--- config.mk ---
export PLATFORM = sky130hd
export DESIGN_NAME = branch_pc_sequencer_flat
export DESIGN_NICKNAME = d
export VERILOG_FILES = /design/src/rtl/cpu_pkg.sv /design/src/rtl/branch_pc_sequencer_if.sv /design/src/rtl/sext_c19.sv /design/src/rtl/branch_pc_sequencer.sv /design/src/flat_wrapper.sv
export SDC_FILE = /design/constraint.sdc
export NUM_CORES = 1
export LEC_CHECK = 0
export ABC_AREA = 1
export CORE_MARGIN = 3
export CORE_UTILIZATION = 37
export DETAILED_ROUTE_END_ITERATION = 7
export PLACE_DENSITY_LB_ADDON = 0.1
export SLEW_MARGIN = 10
export SYNTH_ARGS = -nofsm -noshare
export SYNTH_HDL_FRONTEND = slang
export SYNTH_HIERARCHICAL = 1
export SYNTH_SLANG_ARGS = --single-unit
--- constraint.sdc ---
create_clock -name clk -period 4.4 [get_ports clk]
set_input_delay 0.88 -clock clk [delete_from_list [all_inputs] [get_ports clk]]
set_output_delay 0.88 -clock clk [all_outputs]
set_load 0.1 [all_outputs]
--- src/rtl/cpu_pkg.sv ---
`default_nettype none
// ============================================================================
// Module      : cpu_pkg
// Description : Shared Mini-SRC constants: branch FSM encoding, condition
//               codes and IR field positions.
// Revision    : 1.0 - initial release
// ============================================================================
package cpu_pkg;

    localparam logic [1:0] S_IDLE    = 2'd0;
    localparam logic [1:0] S_STROBE  = 2'd1;
    localparam logic [1:0] S_WAIT    = 2'd2;
    localparam logic [1:0] S_RESOLVE = 2'd3;

    typedef enum logic [1:0] {
        BRZR = 2'b00,
        BRNZ = 2'b01,
        BRPL = 2'b10,
        BRMI = 2'b11
    } br_cond_e;

    localparam int IR_COND_HI = 20;
    localparam int IR_COND_LO = 19;
    localparam int IR_C_HI    = 18;

endpackage
`default_nettype wire

--- src/rtl/branch_pc_sequencer_if.sv ---
`default_nettype none
// ============================================================================
// Module      : branch_pc_sequencer_if
// Description : Control/bus bundle between the sequencer, its driver and the
//               condition flip-flop.
// Revision    : 1.0 - initial release
// ============================================================================
interface branch_pc_sequencer_if #(
    parameter int PC_W = 32
);
    logic            pc_inc;
    logic            pc_load;
    logic [PC_W-1:0] bus_in;
    logic            br_start;
    logic [31:0]     ir;
    logic            con_flag;
    logic [1:0]      con_ir_bits;
    logic            con_strobe;
    logic [PC_W-1:0] pc;
    logic            busy;
    logic            br_taken;
    logic            br_done;

    modport slave (
        input  pc_inc, pc_load, bus_in, br_start, ir, con_flag,
        output con_ir_bits, con_strobe, pc, busy, br_taken, br_done
    );

    modport master (
        output pc_inc, pc_load, bus_in, br_start, ir, con_flag,
        input  con_ir_bits, con_strobe, pc, busy, br_taken, br_done
    );
endinterface
`default_nettype wire

--- src/rtl/sext_c19.sv ---
`default_nettype none
// ============================================================================
// Module      : sext_c19
// Description : Sign-extends the branch displacement field to PC width.
// Revision    : 1.0 - initial release
// ============================================================================
module sext_c19 #(
    parameter int C_W  = 19,
    parameter int PC_W = 32
) (
    input  wire logic [C_W-1:0]  i_c,
    output logic      [PC_W-1:0] o_ext
);
    assign o_ext = {{(PC_W-C_W){i_c[C_W-1]}}, i_c};
endmodule
`default_nettype wire

--- src/rtl/branch_pc_sequencer.sv ---
`default_nettype none
// ============================================================================
// Module      : branch_pc_sequencer
// Description : PC register with fetch increment, bus load and conditional
//               branch resolution against the condition flip-flop.
// Revision    : 1.0 - initial release
// ============================================================================
module branch_pc_sequencer
    import cpu_pkg::*;
#(
    parameter int              PC_W     = 32,
    parameter int              C_W      = 19,
    parameter int              CON_LAT  = 2,
    parameter logic [PC_W-1:0] RESET_PC = '0
) (
    input  wire logic             clk,
    input  wire logic             clr,
    branch_pc_sequencer_if.slave  bus
);
    localparam int CNT_W = (CON_LAT > 1) ? $clog2(CON_LAT) : 1;

    logic [1:0]      r_state;
    logic [CNT_W-1:0] r_cnt;
    logic [C_W-1:0]  r_c;
    br_cond_e        r_cond;
    logic [PC_W-1:0] r_pc;
    logic            r_br_taken;
    logic            r_br_done;
    logic [PC_W-1:0] w_disp;
    logic            w_busy;
    logic            w_abort;
    logic            w_unused_ir;

    sext_c19 #(
        .C_W  (C_W),
        .PC_W (PC_W)
    ) u_sext (
        .i_c   (r_c),
        .o_ext (w_disp)
    );

    assign w_busy      = (r_state != S_IDLE);
    assign w_abort     = w_busy && bus.pc_load;
    assign w_unused_ir = ^bus.ir[31:IR_COND_HI+1];

    always_ff @(posedge clk or negedge clr) begin
        if (!clr) begin
            r_state    <= S_IDLE;
            r_cnt      <= '0;
            r_c        <= '0;
            r_cond     <= BRZR;
            r_pc       <= RESET_PC;
            r_br_taken <= 1'b0;
            r_br_done  <= 1'b0;
        end else begin
            r_br_done <= 1'b0;

            // A bus load wins over everything in flight, including RESOLVE.
            if (w_abort) begin
                r_state <= S_IDLE;
            end else begin
                case (r_state)
                    S_IDLE: begin
                        if (bus.br_start) begin
                            r_c     <= bus.ir[C_W-1:0];
                            r_cond  <= br_cond_e'(bus.ir[IR_COND_HI:IR_COND_LO]);
                            r_state <= S_STROBE;
                        end
                    end
                    S_STROBE: begin
                        r_cnt   <= CNT_W'(CON_LAT - 1);
                        r_state <= (CON_LAT == 1) ? S_RESOLVE : S_WAIT;
                    end
                    S_WAIT: begin
                        r_cnt <= r_cnt - CNT_W'(1);
                        if (r_cnt == CNT_W'(1)) begin
                            r_state <= S_RESOLVE;
                        end
                    end
                    default: begin
                        r_br_taken <= bus.con_flag;
                        r_br_done  <= 1'b1;
                        r_state    <= S_IDLE;
                    end
                endcase
            end

            if (bus.pc_load) begin
                r_pc <= bus.bus_in;
            end else if ((r_state == S_RESOLVE) && bus.con_flag) begin
                r_pc <= r_pc + w_disp;
            end else if (bus.pc_inc && !w_busy) begin
                r_pc <= r_pc + PC_W'(1);
            end
        end
    end

    assign bus.con_ir_bits = r_cond;
    assign bus.con_strobe  = (r_state == S_STROBE);
    assign bus.pc          = r_pc;
    assign bus.busy        = w_busy;
    assign bus.br_taken    = r_br_taken;
    assign bus.br_done     = r_br_done;

endmodule
`default_nettype wire
--- src/flat_wrapper.sv ---
// flat-port wrapper written by rule: the top's interface ports become plain ports
module branch_pc_sequencer_flat import cpu_pkg::*;
#(
    parameter int              PC_W     = 32,
    parameter int              C_W      = 19,
    parameter int              CON_LAT  = 2,
    parameter logic [PC_W-1:0] RESET_PC = '0
)
  (clk, clr, bus_pc_inc, bus_pc_load, bus_bus_in, bus_br_start, bus_ir, bus_con_flag, bus_con_ir_bits, bus_con_strobe, bus_pc, bus_busy, bus_br_taken, bus_br_done);
  branch_pc_sequencer_if #(.PC_W(PC_W)) bus_i ();
  input  wire logic clk;
  input  wire logic clr;
  input wire logic [$bits(bus_i.pc_inc)-1:0] bus_pc_inc;
  input wire logic [$bits(bus_i.pc_load)-1:0] bus_pc_load;
  input wire logic [$bits(bus_i.bus_in)-1:0] bus_bus_in;
  input wire logic [$bits(bus_i.br_start)-1:0] bus_br_start;
  input wire logic [$bits(bus_i.ir)-1:0] bus_ir;
  input wire logic [$bits(bus_i.con_flag)-1:0] bus_con_flag;
  output wire logic [$bits(bus_i.con_ir_bits)-1:0] bus_con_ir_bits;
  output wire logic [$bits(bus_i.con_strobe)-1:0] bus_con_strobe;
  output wire logic [$bits(bus_i.pc)-1:0] bus_pc;
  output wire logic [$bits(bus_i.busy)-1:0] bus_busy;
  output wire logic [$bits(bus_i.br_taken)-1:0] bus_br_taken;
  output wire logic [$bits(bus_i.br_done)-1:0] bus_br_done;
  assign bus_i.pc_inc = bus_pc_inc;
  assign bus_i.pc_load = bus_pc_load;
  assign bus_i.bus_in = bus_bus_in;
  assign bus_i.br_start = bus_br_start;
  assign bus_i.ir = bus_ir;
  assign bus_i.con_flag = bus_con_flag;
  assign bus_con_ir_bits = bus_i.con_ir_bits;
  assign bus_con_strobe = bus_i.con_strobe;
  assign bus_pc = bus_i.pc;
  assign bus_busy = bus_i.busy;
  assign bus_br_taken = bus_i.br_taken;
  assign bus_br_done = bus_i.br_done;
  branch_pc_sequencer #(.PC_W(PC_W), .C_W(C_W), .CON_LAT(CON_LAT), .RESET_PC(RESET_PC)) u_core (.clk(clk), .clr(clr), .bus(bus_i));
endmodule
== After elaboration in Yosys (flattened, before gate mapping) ==
Index checks and enable logic that the tools add are counted.

* Output and inout port bits: 38
* Word-level logic and storage cells: 40
* Register bits after elaboration: 58

* Reduce and logical (&&, ||, !) cells: 13
* Mux-type cells: 10
* Add/subtract/negate cells: 3
* Bitwise operators: 2
* Equality and inequality tests: 5

{| class="wikitable"
|+ Operator list
! cell !! number
|-
| $mux 32 || 3
|-
| $add 32x1->32 const B || 1
|-
| $add 32x32->32 || 1
|-
| $mux 2 || 3
|-
| $pmux 2 s3 || 1
|-
| $reduce_and 2->1 || 3
|-
| $eq 2x2->1 const B || 2
|-
| $reduce_bool 2->1 || 2
|-
| $logic_and 1x1->1 || 3
|-
| $ne 3x1->1 const B || 1
|-
| $ne 3x2->1 const B || 1
|-
| $reduce_and 3->1 || 1
|-
| $reduce_bool 3->1 || 1
|-
| $reduce_or 3->1 || 1
|-
| $eq 2x1->1 const B || 1
|-
| $logic_not 2->1 || 1
|-
| $mux 1 || 2
|-
| $not 1->1 || 2
|-
| $pmux 1 s2 || 1
|-
| $logic_not 1->1 || 1
|-
| $sub 1x1->1 const B || 1
|}

== Depth between registers and ports, before layout ==
* Word-level depth: 6
* Depth in mapped cells: 17
* Depth with buffers taken out: 16

== Hierarchy ==
Netlist, hierarchy kept.

{| class="wikitable"
|+ By module, submodules not included
! module !! cells each !! area an instance (um^2) !! instances
|-
| branch_pc_sequencer || 830 || 5186.2 || 1
|-
| sext_c19 || 32 || 240.2 || 1
|}

== Least setup slack after synthesis ==
OpenSTA, ideal clock, no wires.

* Path kind: input to register
* Start: input port bus_con_flag
* End: register u_core.r_pc[24] (netlist: u_core/bus.pc[24])
* Arrival: 2.614 ns
* Required time: 4.280 ns
* Setup time: 0.120 ns
* Cell stages on the path: 14
* Slack: 1.666 ns
* Cells stage by stage: nand2_1 > or2_2 > ha_1 > fa_1 > nand3_1 > nand3_1 > nand2_1 > nand2_1 > nand3_1 > nand3_1 > nand2_1 > nand3_1 > nand2_1 > nand2_1

* Cells in the longest elaborated chain, start to end: 3
* Elaborated cells between the ends (all ways): 4
* Those cells by class: mux: 2; reduce/logical: 2

{| class="wikitable"
|+ Ends and longest elaborated chain
! item !! line !! source
|-
| start: declaration || flat_wrapper.sv:18 || <nowiki>input wire logic [$bits(bus_i.con_flag)-1:0] bus_con_flag;</nowiki>
|-
| $logic_and 1x1->1 * || branch_pc_sequencer.sv:90 || <nowiki>end else if ((r_state == S_RESOLVE) && bus.con_flag) begin</nowiki>
|-
| $mux 32 || branch_pc_sequencer.sv:90 ||
|-
| $mux 32 || branch_pc_sequencer.sv:88 || <nowiki>if (bus.pc_load) begin</nowiki>
|-
| end signal: assignment || branch_pc_sequencer.sv:89 || <nowiki>r_pc <= bus.bus_in;</nowiki>
|-
| end signal: assignment || branch_pc_sequencer.sv:91 || <nowiki>r_pc <= r_pc + w_disp;</nowiki>
|-
| end signal: assignment || branch_pc_sequencer.sv:93 || <nowiki>r_pc <= r_pc + PC_W'(1);</nowiki>
|-
| end: declaration || branch_pc_sequencer.sv:26 || <nowiki>logic [PC_W-1:0] r_pc;</nowiki>
|}

Mark *: on every way between the ends. The rest lies on a longest branch, timed or not.
A chain may end at the register's enable or synchronous reset.

== Worst setup path in the final report ==
Same ends and word-level chain as after synthesis.

==> metrics.md <==
| Metric | Value |
|---|---|
| Status | finished, final reports clean |
| CTS resizes | 0 |
| GR Overflow Total | 0 |
| Clk_skew | roughly 0.012 ns |
| Vias in the first global route | around 5,000 |
| CTS tree | done |
| GRT Resource Usage Total | 0.1951 |
| Area Growth Syn to Fin | 22.18% |
| Max-Slew Margin vs Limit | 0.3384 |
| Hold_buf cts | 0 |
| Pwr Density | between 700 and 800 nW/um^2 |
| Clock sink count | a little under 60 |
| # diodes | 0 |
| H-tree levels | 3 |
| DRC viols | 0 |
| TritonRoute pass-1 iters | 4 |
| Post-synth ARST share | 1.000 |
| Cell with the most instances after synthesis | nand2_1 |
| Leakage power | about 3.7 nW |
| Count of different cell masters after synthesis | 35 |
| Pin count of the biggest net entering global routing | 41 |
| Final GP Congestion | approximately 0.9 |
| Max cap viols | 0 |
| Filler cells | 1,476 |
| # rows | 43 |
| Die width | 127.1 um |
| Worst-Margin Slew | slightly below 1 ns |
| Ports | between 100 and 150 |
| CP most frequent cell | nand2_1 |
| CP bufs+invs | 1 |
| Final Critical Period | ~3.4 ns |
| Area of the multi-input gates | around 3000 um^2 |
| Die Y | 127.1 um |
| HPWL Detailed | between 10,000 and 15,000 um |
| Final TNS setup | 0 ns |
| Syn. warnings | 6 |
| First-pass GRT wire length | roughly 25,000 um |
| Clock transition at path regs | approximately 0.06 ns |
| Syn Area/Cell | about 6.3 um^2 |
| Placeable Area | approximately 14,000 um^2 |
| Max incr delay on CP | approximately 0.51 ns |
| Register area share after synthesis | 0.2675 |
| CP max stage cell | clkdlybuf4s50_1 |
| Max Freq | between 0.2 and 0.3 GHz |
| Storage element area | roughly 1500 um^2 |
| Yosys top cell area share | 0.2675 |
| Max rail drop VDD | 0.0005056 V |
| Share of cells above drive strength 1 | 0.06982 |
| Finish-stage setup viols | 0 |
| Worst path required time | around 4.6 ns |
| Synth Register Bits | 58 |
| Initial antenna violation count | 0 |
| Drt via density | roughly 4.6 |
| Mean routed wirelength per cell | 13.36 um |
| Critical path launch point type | primary input |
| PnR worst setup slack | approximately 1.0 ns |
| Syn nets | between 900 and 1,000 |
| Post-CTS setup buffers | 0 |
| Via Count | 5,066 |
| Post-route ant nets | 0 |
| Crit-path leading delay family | simple AND/OR/NAND/NOR gates |
| Worst Setup End Kind | flop |
| Bufs on Longest Clock Path | 2 |
| Setup CP Type | primary input to flop |
| Mapped Area | around 5400 um^2 |
| CP Cell Sequence | clkdlybuf4s50_1 -> nand2_1 -> or2_2 -> ha_1 -> fa_1 -> nand3_1 -> nand3_1 -> nand2_1 -> nand2_1 -> nand3_1 -> nand3_1 -> nand2_1 -> nand3_1 -> nand2_1 -> nand2_1 |
| Arr. time, crit path | 3.59 ns |
| CTS root buf | clkbuf_16 |
| Worst skew pair latency | 0.34 ns |
| Nets | between 1,000 and 1,500 |
| Top_reg_cell synth | dfrtp_1 |
| Initial Util | 0.3850 |
| Synthesized instance count | approximately 860 |
| Period utilization | 0.7622 |
| Hold Crit Class | flop to flop |
| IO buf count | 96 |
| Max Slew Vio Count | 0 |
| Crit-path max FO | 4 |
| Post-synth EDFFs | 0 |
| Most instantiated cells after synthesis | nand2_1, inv_1, nor2_1, dfrtp_1, nand3_1 |
| Largest area contributor in the netlist | dfrtp_1 |
| RSZ-0062 raised after global routing | false |
| First DRT Iteration DRCs | between 300 and 400 |
| DP Worst Slack | a little over 0.7 ns |
| Die Area | around 16,000 um^2 |
| Drt total wl | ~15,000 um |
| Hold Violations, Final | 0 |
| CTS Buf Count | 9 |
| Synth top area cells | dfrtp_1, nand2_1, inv_1 |
-- metrics by stage --
| stage | cells | instance area (um^2) | hold slack [ns] | total power, mW | util |
|---|---|---|---|---|---|
| after floorplan | 862 | 5426 | 0.4807 | 3.560 | - |
| after global routing | 1111 | 6630 | 0.5136 | 5.176 | 0.4704 |
| final | 1111 | 6630 | 0.4829 | 4.815 | 0.4704 |
| after CTS | 1111 | 6630 | 0.4913 | 4.862 | 0.4704 |
| after global placement | 1096 | 6344 | 0.4724 | 4.106 | 0.4500 |
| after detailed placement | 1096 | 6344 | 0.4779 | 4.126 | 0.4500 |
-- metal layers --
metal	track usage	routed length (um)	up-vias
met3	0.04891	684	12
met5	0	0	-
met1	0.2831	7693	2227
li1	-	-	2724
met2	0.2945	6291	103
met4	0.04101	171	0
-- cell type report --
cell class / instances / share of cell area
well taps: 180 / 0.03397
clock buffers: 12 / 0.03718
inverters: 167 / 0.09455
flip-flops and latches: 58 / 0.2189
clock inverters: 3 / 0.006039
repair buffers: 103 / 0.1521
multi-input cells: 588 / 0.4573
-- cell families (layout without fill, tap and decap cells) --
| logic type | after synthesis | after routing | share of synthesized area |
|---|---|---|---|
| compound gates | 75 | 75 | 0.07655 |
| xor+xnor | 13 | 13 | 0.02098 |
| fa+ha+maj | 36 | 36 | 0.08439 |
| buf+inv | 216 | 285 | 0.1739 |
| flops | 58 | 58 | 0.2675 |
| mux | 21 | 21 | 0.04358 |
| simple gates | 443 | 443 | 0.3332 |
-- path summary, 6_finish.rpt --
| check | from | endpoint | slack, ns | depth (start not counted) |
|---|---|---|---|---|
| max | bus_con_flag | u_core/bus.pc[24] | 1.05 | 15 |
| min | u_core/bus.br_taken | u_core/bus.br_taken | 0.48 | 2 |
| max reg2reg | u_core/r_state[1] | u_core/bus.pc[24] | 1.51 | 15 |
| min reg2reg | u_core/bus.br_taken | u_core/bus.br_taken | 0.48 | 2 |
| max in group asynchronous | clr | u_core/bus.pc[18] | 3.01 | 2 |
| min in group asynchronous | clr | u_core/bus.pc[24] | 0.49 | 1 |
-- report_power, final --
group / internal [mW] / leakage (nW) / total, mW / switching [mW]
clock network: 0.449 / 0.142 / 0.709 / 0.260
logic: 0.884 / 2.88 / 3.11 / 2.23
registers: 0.787 / 0.686 / 0.996 / 0.209
total: 2.12 / 3.71 / 4.81 / 2.70
-- tightest hold or removal path, cell delays in order, from the launching register on --
cell and delay (ns):
dfrtp_1 0.34, nand2_1 0.05, nand2_1 0.06
-- sequential cells by signal, summed over array words and instances (netlist names) --
name,count
u_core/bus.con_ir_bits,2
u_core/r_state,2
u_core/bus.br_done,1
u_core/bus.br_taken,1
u_core/r_cnt,1
u_core/bus.pc,32
u_core/r_c,19
-- cells in the final DEF (no fill, tap or decap), types with 2 or more instances in the layout --
cell type / instances
nor2_1: 77
inv_2: 2
dfrtp_1: 58
buf_4: 7
o21bai_1: 5
a31oi_1: 4
xnor2_1: 6
nor2_2: 4
mux2_2: 21
ha_1: 35
a21oi_1: 24
o21ai_1: 6
xor2_1: 7
nand2_2: 9
nand2_1: 297
o211ai_1: 5
clkbuf_1: 2
o21ai_0: 28
nand3_2: 4
clkbuf_16: 9
nand4_1: 3
inv_1: 165
clkinv_2: 2
clkdlybuf4s50_1: 95
nor3_1: 2
nand3_1: 41
No activity file was read; power rests on OpenSTA's default activity.
